File: config.mk
export PLATFORM = sky130hd
export DESIGN_NAME = ula_sequencial_flat
export DESIGN_NICKNAME = d
export VERILOG_FILES = /design/src/rtl/ula_pkg.sv /design/src/rtl/ula_sequencial_if.sv /design/src/rtl/ula_sequencial.sv /design/src/flat_wrapper.sv
export SDC_FILE = /design/constraint.sdc
export NUM_CORES = 1
export LEC_CHECK = 0
export ABC_AREA = 1
export CAP_MARGIN = 15
export CORE_MARGIN = 2
export CORE_UTILIZATION = 30
export DETAILED_ROUTE_END_ITERATION = 6
export PLACE_DENSITY_LB_ADDON = 0.08
export SLEW_MARGIN = 30
export SYNTH_ARGS = -nofsm -noshare
export SYNTH_HDL_FRONTEND = slang
export SYNTH_SLANG_ARGS = --single-unit
File: constraint.sdc
create_clock -name clk -period 1.7 [get_ports clk]
set_input_delay 0.34 -clock clk [delete_from_list [all_inputs] [get_ports clk]]
set_output_delay 0.34 -clock clk [all_outputs]
set_load 0.005 [all_outputs]
File: src/rtl/ula_pkg.sv
// Shared definitions for the ALU-side blocks built around the 8-bit 74181-style ALU.
//   BYTE_W          : width of one ALU slice
//   ula_seq_state_t : sequencer state (IDLE, EXEC, DONE)
//   ula_op_t        : function select, mode and carry-in of one operation
package ula_pkg;

    localparam int BYTE_W = 8;

    typedef enum logic [1:0] {
        IDLE = 2'd0,
        EXEC = 2'd1,
        DONE = 2'd2
    } ula_seq_state_t;

    typedef struct packed {
        logic [3:0] s;     // 74181 function select
        logic       m;     // 1 = logic mode
        logic       c_in;  // carry into byte 0, ALU-native polarity
    } ula_op_t;

endpackage

File: src/rtl/ula_sequencial_if.sv
// Request/result channel of the multi-byte ALU sequencer.
//   in_valid/in_ready   : request handshake carrying in_a, in_b, in_s, in_m, in_c_in
//   out_valid/out_ready : result handshake carrying out_f, out_c_out, out_a_eq_b
// master = requester/consumer side, slave = sequencer side.
interface ula_sequencial_if #(
    parameter int N_BYTES = 2
);
    localparam int W = ula_pkg::BYTE_W * N_BYTES;

    logic         in_valid;
    logic         in_ready;
    logic [W-1:0] in_a;
    logic [W-1:0] in_b;
    logic [3:0]   in_s;
    logic         in_m;
    logic         in_c_in;

    logic         out_valid;
    logic         out_ready;
    logic [W-1:0] out_f;
    logic         out_c_out;
    logic         out_a_eq_b;

    modport master (
        output in_valid, in_a, in_b, in_s, in_m, in_c_in, out_ready,
        input  in_ready, out_valid, out_f, out_c_out, out_a_eq_b
    );

    modport slave (
        input  in_valid, in_a, in_b, in_s, in_m, in_c_in, out_ready,
        output in_ready, out_valid, out_f, out_c_out, out_a_eq_b
    );
endinterface

File: src/rtl/ula_sequencial.sv
// Multi-byte operation sequencer feeding an external 8-bit ALU.
// Accepts one wide operation, presents it to the ALU one byte per cycle
// (least significant first), chains the ALU carry between bytes and returns
// the assembled result on a valid/ready channel.
// Ports:
//   clk, rst_n      : clock, asynchronous active-low reset
//   bus (slave)     : request/result channel, see ula_sequencial_if
//   alu_a/b/s/m/c_in: byte and control presented to the ALU (0 outside EXEC)
//   alu_f/c_out/a_eq_b : combinational ALU response for the presented byte
module ula_sequencial
    import ula_pkg::*;
#(
    parameter int N_BYTES = 2
) (
    input  logic              clk,
    input  logic              rst_n,
    ula_sequencial_if.slave   bus,
    output logic [BYTE_W-1:0] alu_a,
    output logic [BYTE_W-1:0] alu_b,
    output logic [3:0]        alu_s,
    output logic              alu_m,
    output logic              alu_c_in,
    input  logic [BYTE_W-1:0] alu_f,
    input  logic              alu_c_out,
    input  logic              alu_a_eq_b
);

    localparam int W     = BYTE_W * N_BYTES;
    localparam int IDX_W = (N_BYTES > 1) ? $clog2(N_BYTES) : 1;
    localparam logic [IDX_W-1:0] LAST_IDX = IDX_W'(N_BYTES - 1);

    ula_seq_state_t   state_reg;
    logic [IDX_W-1:0] idx_reg;
    logic [W-1:0]     a_reg;
    logic [W-1:0]     b_reg;
    ula_op_t          op_reg;
    logic             carry_reg;
    logic             eq_reg;
    logic [W-1:0]     result_reg;
    logic             c_out_reg;
    logic             a_eq_b_reg;

    always_ff @(posedge clk or negedge rst_n) begin
        if (!rst_n) begin
            state_reg  <= IDLE;
            idx_reg    <= '0;
            a_reg      <= '0;
            b_reg      <= '0;
            op_reg     <= '0;
            carry_reg  <= 1'b0;
            eq_reg     <= 1'b0;
            result_reg <= '0;
            c_out_reg  <= 1'b0;
            a_eq_b_reg <= 1'b0;
        end else begin
            case (state_reg)
                IDLE: begin
                    if (bus.in_valid) begin
                        state_reg   <= EXEC;
                        idx_reg     <= '0;
                        a_reg       <= bus.in_a;
                        b_reg       <= bus.in_b;
                        op_reg.s    <= bus.in_s;
                        op_reg.m    <= bus.in_m;
                        op_reg.c_in <= bus.in_c_in;
                        carry_reg   <= bus.in_c_in;
                        eq_reg      <= 1'b1;
                    end
                end
                EXEC: begin
                    // Carry is chained in both modes; in logic mode the ALU
                    // ignores it, so no special case is needed here.
                    result_reg[idx_reg*BYTE_W +: BYTE_W] <= alu_f;
                    carry_reg <= alu_c_out;
                    eq_reg    <= eq_reg & alu_a_eq_b;
                    if (idx_reg == LAST_IDX) begin
                        state_reg  <= DONE;
                        idx_reg    <= '0;
                        c_out_reg  <= alu_c_out;
                        a_eq_b_reg <= eq_reg & alu_a_eq_b;
                    end else begin
                        idx_reg <= idx_reg + IDX_W'(1);
                    end
                end
                DONE: begin
                    // A consumed result returns to IDLE; the next request can
                    // only be taken on the following edge.
                    if (bus.out_ready) begin
                        state_reg <= IDLE;
                    end
                end
                default: state_reg <= IDLE;
            endcase
        end
    end

    // ALU bus is decoded from registered state only.
    always_comb begin
        alu_a    = '0;
        alu_b    = '0;
        alu_s    = '0;
        alu_m    = 1'b0;
        alu_c_in = 1'b0;
        if (state_reg == EXEC) begin
            alu_a    = a_reg[idx_reg*BYTE_W +: BYTE_W];
            alu_b    = b_reg[idx_reg*BYTE_W +: BYTE_W];
            alu_s    = op_reg.s;
            alu_m    = op_reg.m;
            alu_c_in = carry_reg;
        end
    end

    assign bus.in_ready   = (state_reg == IDLE);
    assign bus.out_valid  = (state_reg == DONE);
    assign bus.out_f      = result_reg;
    assign bus.out_c_out  = c_out_reg;
    assign bus.out_a_eq_b = a_eq_b_reg;

endmodule

File: src/flat_wrapper.sv
// flat-port wrapper written by rule: the top's interface ports become plain ports
module ula_sequencial_flat import ula_pkg::*;
#(
    parameter int N_BYTES = 2
)
  (clk, rst_n, alu_a, alu_b, alu_s, alu_m, alu_c_in, alu_f, alu_c_out, alu_a_eq_b, bus_in_valid, bus_in_a, bus_in_b, bus_in_s, bus_in_m, bus_in_c_in, bus_out_ready, bus_in_ready, bus_out_valid, bus_out_f, bus_out_c_out, bus_out_a_eq_b);
  ula_sequencial_if #(.N_BYTES(N_BYTES)) bus_i ();
  input  logic clk;
  input  logic rst_n;
  output logic [BYTE_W-1:0] alu_a;
  output logic [BYTE_W-1:0] alu_b;
  output logic [3:0] alu_s;
  output logic alu_m;
  output logic alu_c_in;
  input  logic [BYTE_W-1:0] alu_f;
  input  logic alu_c_out;
  input  logic alu_a_eq_b;
  input wire logic [$bits(bus_i.in_valid)-1:0] bus_in_valid;
  input wire logic [$bits(bus_i.in_a)-1:0] bus_in_a;
  input wire logic [$bits(bus_i.in_b)-1:0] bus_in_b;
  input wire logic [$bits(bus_i.in_s)-1:0] bus_in_s;
  input wire logic [$bits(bus_i.in_m)-1:0] bus_in_m;
  input wire logic [$bits(bus_i.in_c_in)-1:0] bus_in_c_in;
  input wire logic [$bits(bus_i.out_ready)-1:0] bus_out_ready;
  output wire logic [$bits(bus_i.in_ready)-1:0] bus_in_ready;
  output wire logic [$bits(bus_i.out_valid)-1:0] bus_out_valid;
  output wire logic [$bits(bus_i.out_f)-1:0] bus_out_f;
  output wire logic [$bits(bus_i.out_c_out)-1:0] bus_out_c_out;
  output wire logic [$bits(bus_i.out_a_eq_b)-1:0] bus_out_a_eq_b;
  assign bus_i.in_valid = bus_in_valid;
  assign bus_i.in_a = bus_in_a;
  assign bus_i.in_b = bus_in_b;
  assign bus_i.in_s = bus_in_s;
  assign bus_i.in_m = bus_in_m;
  assign bus_i.in_c_in = bus_in_c_in;
  assign bus_i.out_ready = bus_out_ready;
  assign bus_in_ready = bus_i.in_ready;
  assign bus_out_valid = bus_i.out_valid;
  assign bus_out_f = bus_i.out_f;
  assign bus_out_c_out = bus_i.out_c_out;
  assign bus_out_a_eq_b = bus_i.out_a_eq_b;
  ula_sequencial #(.N_BYTES(N_BYTES)) u_core (.clk(clk), .rst_n(rst_n), .bus(bus_i), .alu_a(alu_a), .alu_b(alu_b), .alu_s(alu_s), .alu_m(alu_m), .alu_c_in(alu_c_in), .alu_f(alu_f), .alu_c_out(alu_c_out), .alu_a_eq_b(alu_a_eq_b));
endmodule
# Yosys cells after proc, flatten, opt, wreduce, memory -nomap -nowiden
# Cells that the tools add are included.
[word_totals] ff_bits=60 input_bits=52 output_inout_bits=42
[op_classes] addsub=2 eq_ne=5 shifts=4 n_mux=17 bitwise=1 n_reduce_logical=6
[op_table] op="negation 4 -> 34 bit" n=1
[op_table] op="variable shift 8 x 34 -> 16 bit, first input constant" n=1
[op_table] op="variable part select 8 x 34 -> 16 bit" n=1
[op_table] op="variable part select 16 x 5 -> 8 bit" n=2
[op_table] op="bitwise mux 16 bit" n=1
[op_table] op="2-to-1 mux 8 bit" n=2
[op_table] op="2-to-1 mux 1 bit" n=6
[op_table] op="2-to-1 mux 2 bit" n=3
[op_table] op="case mux 1 bit (2 select lines)" n=3
[op_table] op="case mux 2 bit (3 select lines)" n=1
[op_table] op="AND reduction 2 bit" n=3
[op_table] op="2-to-1 mux 4 bit" n=1
[op_table] op="!= test 2 bit, second input constant" n=2
[op_table] op="AND reduction 3 bit" n=1
[op_table] op="equality test 2 x 1 -> 1 bit, second input constant" n=1
[op_table] op="equality test 2 bit, second input constant" n=1
[op_table] op="zero test 2 bit" n=1
[op_table] op="!= test 2 x 1 -> 1 bit, second input constant" n=1
[op_table] op="nonzero test 2 bit" n=1
[op_table] op="adder 1 bit, second input constant" n=1
[op_table] op="AND 1 bit" n=1

# Depth between registers and ports, before layout
# Gate-level depths: netlist (run 1).
[logic_depth] word_depth=3 depth_mapped=6 mapped_depth_nobuf=5

# Worst setup path after synthesis (run 1)
# Ideal clock, no wire load.
[synth_path] kind="flip-flop to output port" from="register u_core.state_reg[1]" to="output port alu_a[4]" arrival_ns=1.015 required_time_ns=1.360 setup_slack_ns=0.345 path_stages_with_launch=7 cell_sequence="dfrtp_1 > inv_2 > nand2_4 > nor2_4 > buf_2 > nand2_1 > nand2_1"
[synth_via] elab_chain_cells=2
[synth_rtl] item="start, declared" line="ula_sequencial.sv:32" source="ula_seq_state_t state_reg;"
[synth_rtl] item="start signal, assigned" line="ula_sequencial.sv:45" source="state_reg <= IDLE;"
[synth_rtl] item="start signal, assigned" line="ula_sequencial.sv:59" source="state_reg <= EXEC;"
[synth_rtl] item="start signal, assigned" line="ula_sequencial.sv:77" source="state_reg <= DONE;"
[synth_rtl] item="equality test 2 x 1 -> 1 bit" line="ula_sequencial.sv:104" source="if (state_reg == EXEC) begin"
[synth_rtl] item="2-to-1 mux 8 bit" line="ula_sequencial.sv:104"
[synth_rtl] item="end, declared" line="flat_wrapper.sv:10" source="output logic [BYTE_W-1:0] alu_a;"
# Every way passes these cells.

# Final worst setup path (run 1)
[layout_path] from="register u_core.state_reg[1]" to="output port alu_b[7]"
[layout_via] elab_chain_cells=2
[layout_rtl] item="equality test 2 x 1 -> 1 bit" line="ula_sequencial.sv:104"
[layout_rtl] item="2-to-1 mux 8 bit" line="ula_sequencial.sv:104"
[layout_rtl] item="end, declared" line="flat_wrapper.sv:11" source="output logic [BYTE_W-1:0] alu_b;"
# Every way passes these cells.

==> impl_metrics.py, run 1 <==
metrics = {
    "floorplanning": {
        "ios": 94,
        "die_area_um2": 9610,
        "die_w_um": 98.0,
        "die_y_um": 98.0,
        "initial_core_util_pct": 30.7,
        "row_count": 34,
        "core_um2": 8640,
    },
    "global_routing": {
        "grt_start_max_net_pins": 61,
        "grt-ovfl-total": 0,
        "grt_pass1_vias": 2631,
        "grt_use_total_pct": 16.3,
        "grt_first_pass_wirelength_um": 12500,
        "antenna_found_initial": 0,
    },
    "drt": {
        "first_pass_iters": 4,
        "routed_wl_um": 7250,
        "wl_per_cell_um": 12.7,
        "postRouteAntennaNets": 0,
        "drtIter0Drc": 67,
        "drc": 0,
        "via_count": 2483,
        "via_per_inst": 4.36,
    },
    "power_and_ir_drop": {
        "peakVddDrop_v": 0.000672,
        "p_leak_nw": 2.19,
        "power.density_nw_per_um2": 1780,
        "p_total_mw": 7.36,
    },
    "worst_hold_path": {
        "hp-class": "primary input to asynchronous set/reset pin",
    },
    "setup_path": {
        "criticalPathCategory": "flip-flop to output port",
        "required_ns": 1.36,
        "rr_worst_depth": 8,
        "crit_fanout": 5,
        "worstSetupStartpointType": "flip-flop",
        "cp-end-kind": "output port",
        "cp.arrival_ns": 1.53,
    },
    "timing": {
        "max-slew-margin-rel_pct": 70.6,
        "fin_crit_sh_pct": 110,
        "final.setup.worst_slack_ns": -0.175,
        "max_freq_ghz": 0.533,
        "worst_slew_pin_slew_ns": 0.439,
        "min_period_ns": 1.87,
        "drv_slew": 0,
        "fin_skew_ns": 0.00644,
        "hold_viol": 2,
        "setup_viol": 16,
        "rsz0062_at_grt": "true",
        "hold_ws_ns": -0.00225,
    },
    "clock_tree": {
        "clkSlewWorstSetupHoldPaths_ns": 0.06,
        "cts_buffers": 9,
        "hold_buffers": 0,
        "cts_tree": "done",
        "cts_root_buf": "clkbuf_8",
        "htreeDepth": 3,
        "cts_max_path_buffers": 2,
        "clk_latency_ns": 0.32,
        "clock_sinks": 60,
    },
    "placed_design": {
        "post-dp-hpwl_um": 4970,
        "port_buffers": 93,
        "gp_congestion": 0.783,
        "place_inst": 533,
    },
    "synth": {
        "seq_area_frac_synth_pct": 56.6,
        "ys_ff_latch": 60,
        "synth_nets": 382,
        "syn_area_per_cell_um2": 8.03,
        "syn_inst": 330,
        "synth_cell_types": 16,
        "synth_area_um2": 2650,
        "yosys_warnings": 0,
    },
    "cells_and_area": {
        "layout_common_cells": "nand2_1, clkdlybuf4s50_1, dfrtp_1",
        "diodes": 0,
        "layout.cells.non_filler": 569,
        "area_delta_synth_final_pct": 55.9,
        "num-fill-cells": 875,
        "multi_input_area_um2": 1060,
        "final_common_cell": "nand2_1",
        "seq_area_um2": 1500,
        "postLayoutCoreUtil_pct": 47.9,
        "nets": 510,
        "drive_above_1_share_pct": 23.9,
    },
    "run_status": {
        "violations": "negative hold slack, negative setup slack",
        "outcome": "complete, but fails checks",
    },
    "flow_run": {
        "cap_violations": 0,
    },
}
==> kinds of logic (layout without fill, tap and decap cells) <==
family / Yosys count / after routing / share of synthesized area, %
and+or+nand+nor: 240 / 240 / 37.0
DFF: 60 / 60 / 56.6
buffers and inverters: 28 / 159 / 5.95
AOI/OAI and AO/OA: 2 / 2 / 0.472
==> cell type report <==
class	count	share of cell area (%)
Sequential cell	60	36.4
Timing Repair Buffer	134	29.9
Multi-Input combinational cell	242	25.7
Clock buffer	11	3.42
Tap cell	108	3.27
Inverter	11	0.999
Clock inverter	3	0.363
==> Yosys cell counts (all sizes together) <==
| library cell | number | area share (%) |
|---|---|---|
| o21ai | 1 | 0.19 |
| nand3 | 39 | 7.4 |
| clkbuf | 3 | 0.42 |
| inv | 11 | 1.6 |
| nor2 | 11 | 2.3 |
| o31ai | 1 | 0.28 |
| buf | 14 | 4.0 |
| nand2 | 190 | 27 |
| dfrtp | 60 | 57 |
==> power by group <==
part	switching [mW]	leakage, nW	internal (mW)	total (mW)
Sequential	0.424	0.740	2.13	2.56
Clock	0.512	0.0848	0.545	1.06
Combinational	1.82	1.37	1.93	3.74
==> worst paths after layout <==
check,start,to,slack [ns]
min reg2reg,u_core.op_reg[5],u_core.op_reg[5],0.47
max reg2reg,u_core.state_reg[1],u_core.b_reg[1],0.14
max,u_core.state_reg[1],alu_b[7],-0.17
max in group asynchronous,rst_n,u_core.bus.out_f[1],1.40
min,rst_n,u_core.bus.out_f[10],-0.002
min in group clk,u_core.op_reg[5],u_core.op_reg[5],0.47
==> worst max-delay path, stage by stage, from the launching register on <==
cell	delay (ns)
dfrtp_1	0.38
inv_2	0.08
nand2_4	0.06
buf_6	0.12
nor2_4	0.12
buf_6	0.13
buf_12	0.11
nand2_1	0.04
nand2_1	0.06
buf_2	0.11
==> per-layer routing <==
metal  global-route usage [%]  vias to the layer above  part of all wire (%)
met2                     26.9                       62                    50
met5                        0                        -                     0
li1                         -                     1274                     -
met3                     3.36                        4                   4.9
met1                     21.3                     1143                    45
met4                     5.88                        0                  0.76
==> timing repair <==
| item | CTS | global route |
|---|---|---|
| endpoints found under the setup margin | 24 | 23 |
| pin swaps | 14 | 10 |
| setup buffers | 20 | 1 |
| gates cloned | 1 | 0 |
| gates resized for setup | 102 | 31 |
==> through the flow <==
step | area (um^2) | TNS, ns | setup WS (ns)
2_1_floorplan | 2650 | 0 | 0.345
3_3_place_gp | 3770 | -0.557 | -0.0497
3_5_place_dp | 3770 | -1.04 | -0.0923
4_1_cts | 4110 | -2.37 | -0.204
5_1_grt | 4130 | -3.69 | -0.268
6_report | 4130 | -2.00 | -0.175
Note: power is estimated with default switching activity, not from simulation.
==> run 2, diff against run 1 <==
Settings changed: CORE_ASPECT_RATIO from default to 1.2.
==> run 2 against run 1 <==
  * The run ends with negative setup slack left
  * Critical endpoint is now alu_b[2]
  * Via count decreased by 1.6%
  * Clock-buffer cell count increased by 2
  * Fmax up 0.38%
  * Final cell count fell by 1.2%
  * Global-route usage fell by 0.38 points
  * Die area barely moved
  * Combinational power fell by 6.4%
  * Critical path type unchanged
==> impl_metrics.py, run 2 (synthesis gave the netlist of run 1 again) <==
metrics = {
    "run_status": {
        "outcome": "complete, but fails checks",
        "violations": "negative setup slack",
    },
    "clock_tree": {
        "cts_root_buf": "clkbuf_8",
        "cts_buffers": 9,
        "cts_tree": "done",
        "clock_sinks": 60,
        "htreeDepth": 3,
        "cts_max_path_buffers": 2,
        "clkSlewWorstSetupHoldPaths_ns": 0.07,
        "clk_latency_ns": 0.34,
    },
    "timing": {
        "setup_tns_ns": -2.48,
        "fin_skew_ns": 0.0102,
        "fin_crit_sh_pct": 110,
        "drv_slew": 0,
        "hold_viol": 0,
        "max-slew-margin-rel_pct": 68.0,
        "max_freq_ghz": 0.535,
        "rsz0062_at_grt": "true",
        "final.setup.worst_slack_ns": -0.168,
        "worst_slew_pin_slew_ns": 0.475,
        "min_period_ns": 1.87,
        "setup_viol": 17,
    },
    "floorplanning": {
        "die_w_um": 89.8,
        "die_area_um2": 9610,
        "die_y_um": 107,
        "core_um2": 8560,
        "initial_core_util_pct": 31.0,
        "ios": 94,
        "row_count": 37,
    },
    "power_and_ir_drop": {
        "combPwrFrac_pct": 48.8,
        "sequentialPowerShare_pct": 35.3,
        "p_sw_mw": 2.70,
        "power.density_nw_per_um2": 1790,
        "p_sw_share_pct": 37.7,
        "p_leak_nw": 2.11,
        "intPower_mw": 4.47,
        "p_clk_share_pct": 15.9,
        "peakVddDrop_v": 0.000620,
    },
    "cells_and_area": {
        "layout_common_cells": "nand2_1, clkdlybuf4s50_1, dfrtp_1",
        "diodes": 0,
        "drive_above_1_share_pct": 17.8,
        "multi_input_area_um2": 1040,
        "final_common_cell": "nand2_1",
        "num-fill-cells": 879,
        "final_area_um2": 4000,
        "nets": 493,
        "area_delta_synth_final_pct": 50.7,
        "seq_area_um2": 1500,
    },
    "setup_path": {
        "rr_worst_depth": 7,
        "r2r-start": "u_core.state_reg[0]",
        "required_ns": 1.36,
        "worstSetupEndpoint": "alu_b[2]",
        "crit_fanout": 15,
        "worstSetupStartpointType": "flip-flop",
        "reg2reg_to": "u_core.a_reg[9]",
        "cp.arrival_ns": 1.53,
        "criticalPathCategory": "flip-flop to output port",
        "cp-end-kind": "output port",
        "crit_start": "u_core.state_reg[1]",
        "worst-r2r-setup-slack_ns": 0.21,
    },
    "global_routing": {
        "grt_first_pass_wirelength_um": 12200,
        "grt_start_max_net_pins": 61,
        "grt_pass1_vias": 2499,
        "grt-ovfl-total": 0,
        "grt_use_total_pct": 15.9,
        "antenna_found_initial": 0,
    },
    "drt": {
        "routed_wl_um": 7180,
        "first_pass_iters": 4,
        "wl_per_cell_um": 12.8,
        "via_count": 2443,
        "postRouteAntennaNets": 0,
        "drc": 0,
        "drtIter0Drc": 172,
        "via_per_inst": 4.35,
    },
    "placed_design": {
        "port_buffers": 93,
        "post-dp-hpwl_um": 4780,
        "gp_congestion": 0.783,
        "place_area_um2": 3800,
    },
    "worst_hold_path": {
        "hp-class": "primary input to asynchronous set/reset pin",
    },
    "flow_run": {
        "cap_violations": 0,
    },
}
run 2: changes by cell type in the layout (fill, tap and decap cells not counted), sizes merged:
cell | before | now
buf | 58 | 47
clkbuf | 19 | 13
clkinv | 3 | 2
dlygate4sd2 | 0 | 2
run 2: power groups by stage:
stage	clock, mW	combinational [mW]	sequential [mW]
final	1.14	3.50	2.53
after global routing	1.24	3.94	2.62
after CTS	1.18	3.55	2.53
after detailed placement	0	3.47	2.53
after global placement	0	3.43	2.53
after floorplan	0	1.69	2.49
run 2: metrics by stage:
step	instances	util (%)	worst slack (ns)	power [mW]	hold WS (ns)
after floorplan	330	-	0.345	4.18	0.0444
after global placement	542	44.4	-0.0536	5.96	0.383
after global routing	562	46.6	-0.284	7.81	0.0216
final	562	46.6	-0.168	7.17	0.00292
after detailed placement	542	44.4	-0.0891	6.00	0.379
after CTS	562	46.5	-0.206	7.26	0.0116
run 2: area by class of cell:
cell class	instances	area share, %
clock buffer	13	3.98
clock inverter	2	0.251
inverter	11	1.03
multi-input combinational	242	26.0
sequential	60	37.6
tap	117	3.66
timing repair buffer	117	27.5
run 2: how the worst min path moves through the flow:
stage	to	slack, ns
finish	u_core.op_reg[5]	0.003
global route	u_core.op_reg[5]	0.02
CTS	u_core.op_reg[5]	0.01
detailed placement	u_core.op_reg[5]	0.38
global placement	u_core.op_reg[5]	0.38
floorplan	u_core.a_reg[0]	0.04
run 2: layer usage:
metal / up-vias / share of wire [%] / GRT usage (%)
met5: - / 0 / 0
li1: 1237 / - / -
met1: 1130 / 48 / 21.2
met3: 9 / 4.5 / 3.58
met2: 67 / 47 / 25.5
met4: 0 / 1.3 / 6.26
run 2: worst max-delay path, stage by stage (launching register included):
cell and delay, ns:
dfrtp_1 0.39, inv_2 0.08, nand2_4 0.06, buf_12 0.13, nor2_4 0.14, buf_12 0.15, nand2_1 0.05, nand2_1 0.07
buf_2 0.11
run 2: what timing repair did:
action	CTS	global route
setup endpoints to repair	24	22
gates cloned	1	0
resized for setup	104	7
hold buffers	0	0
pin swaps	5	4
setup buffers	7	1
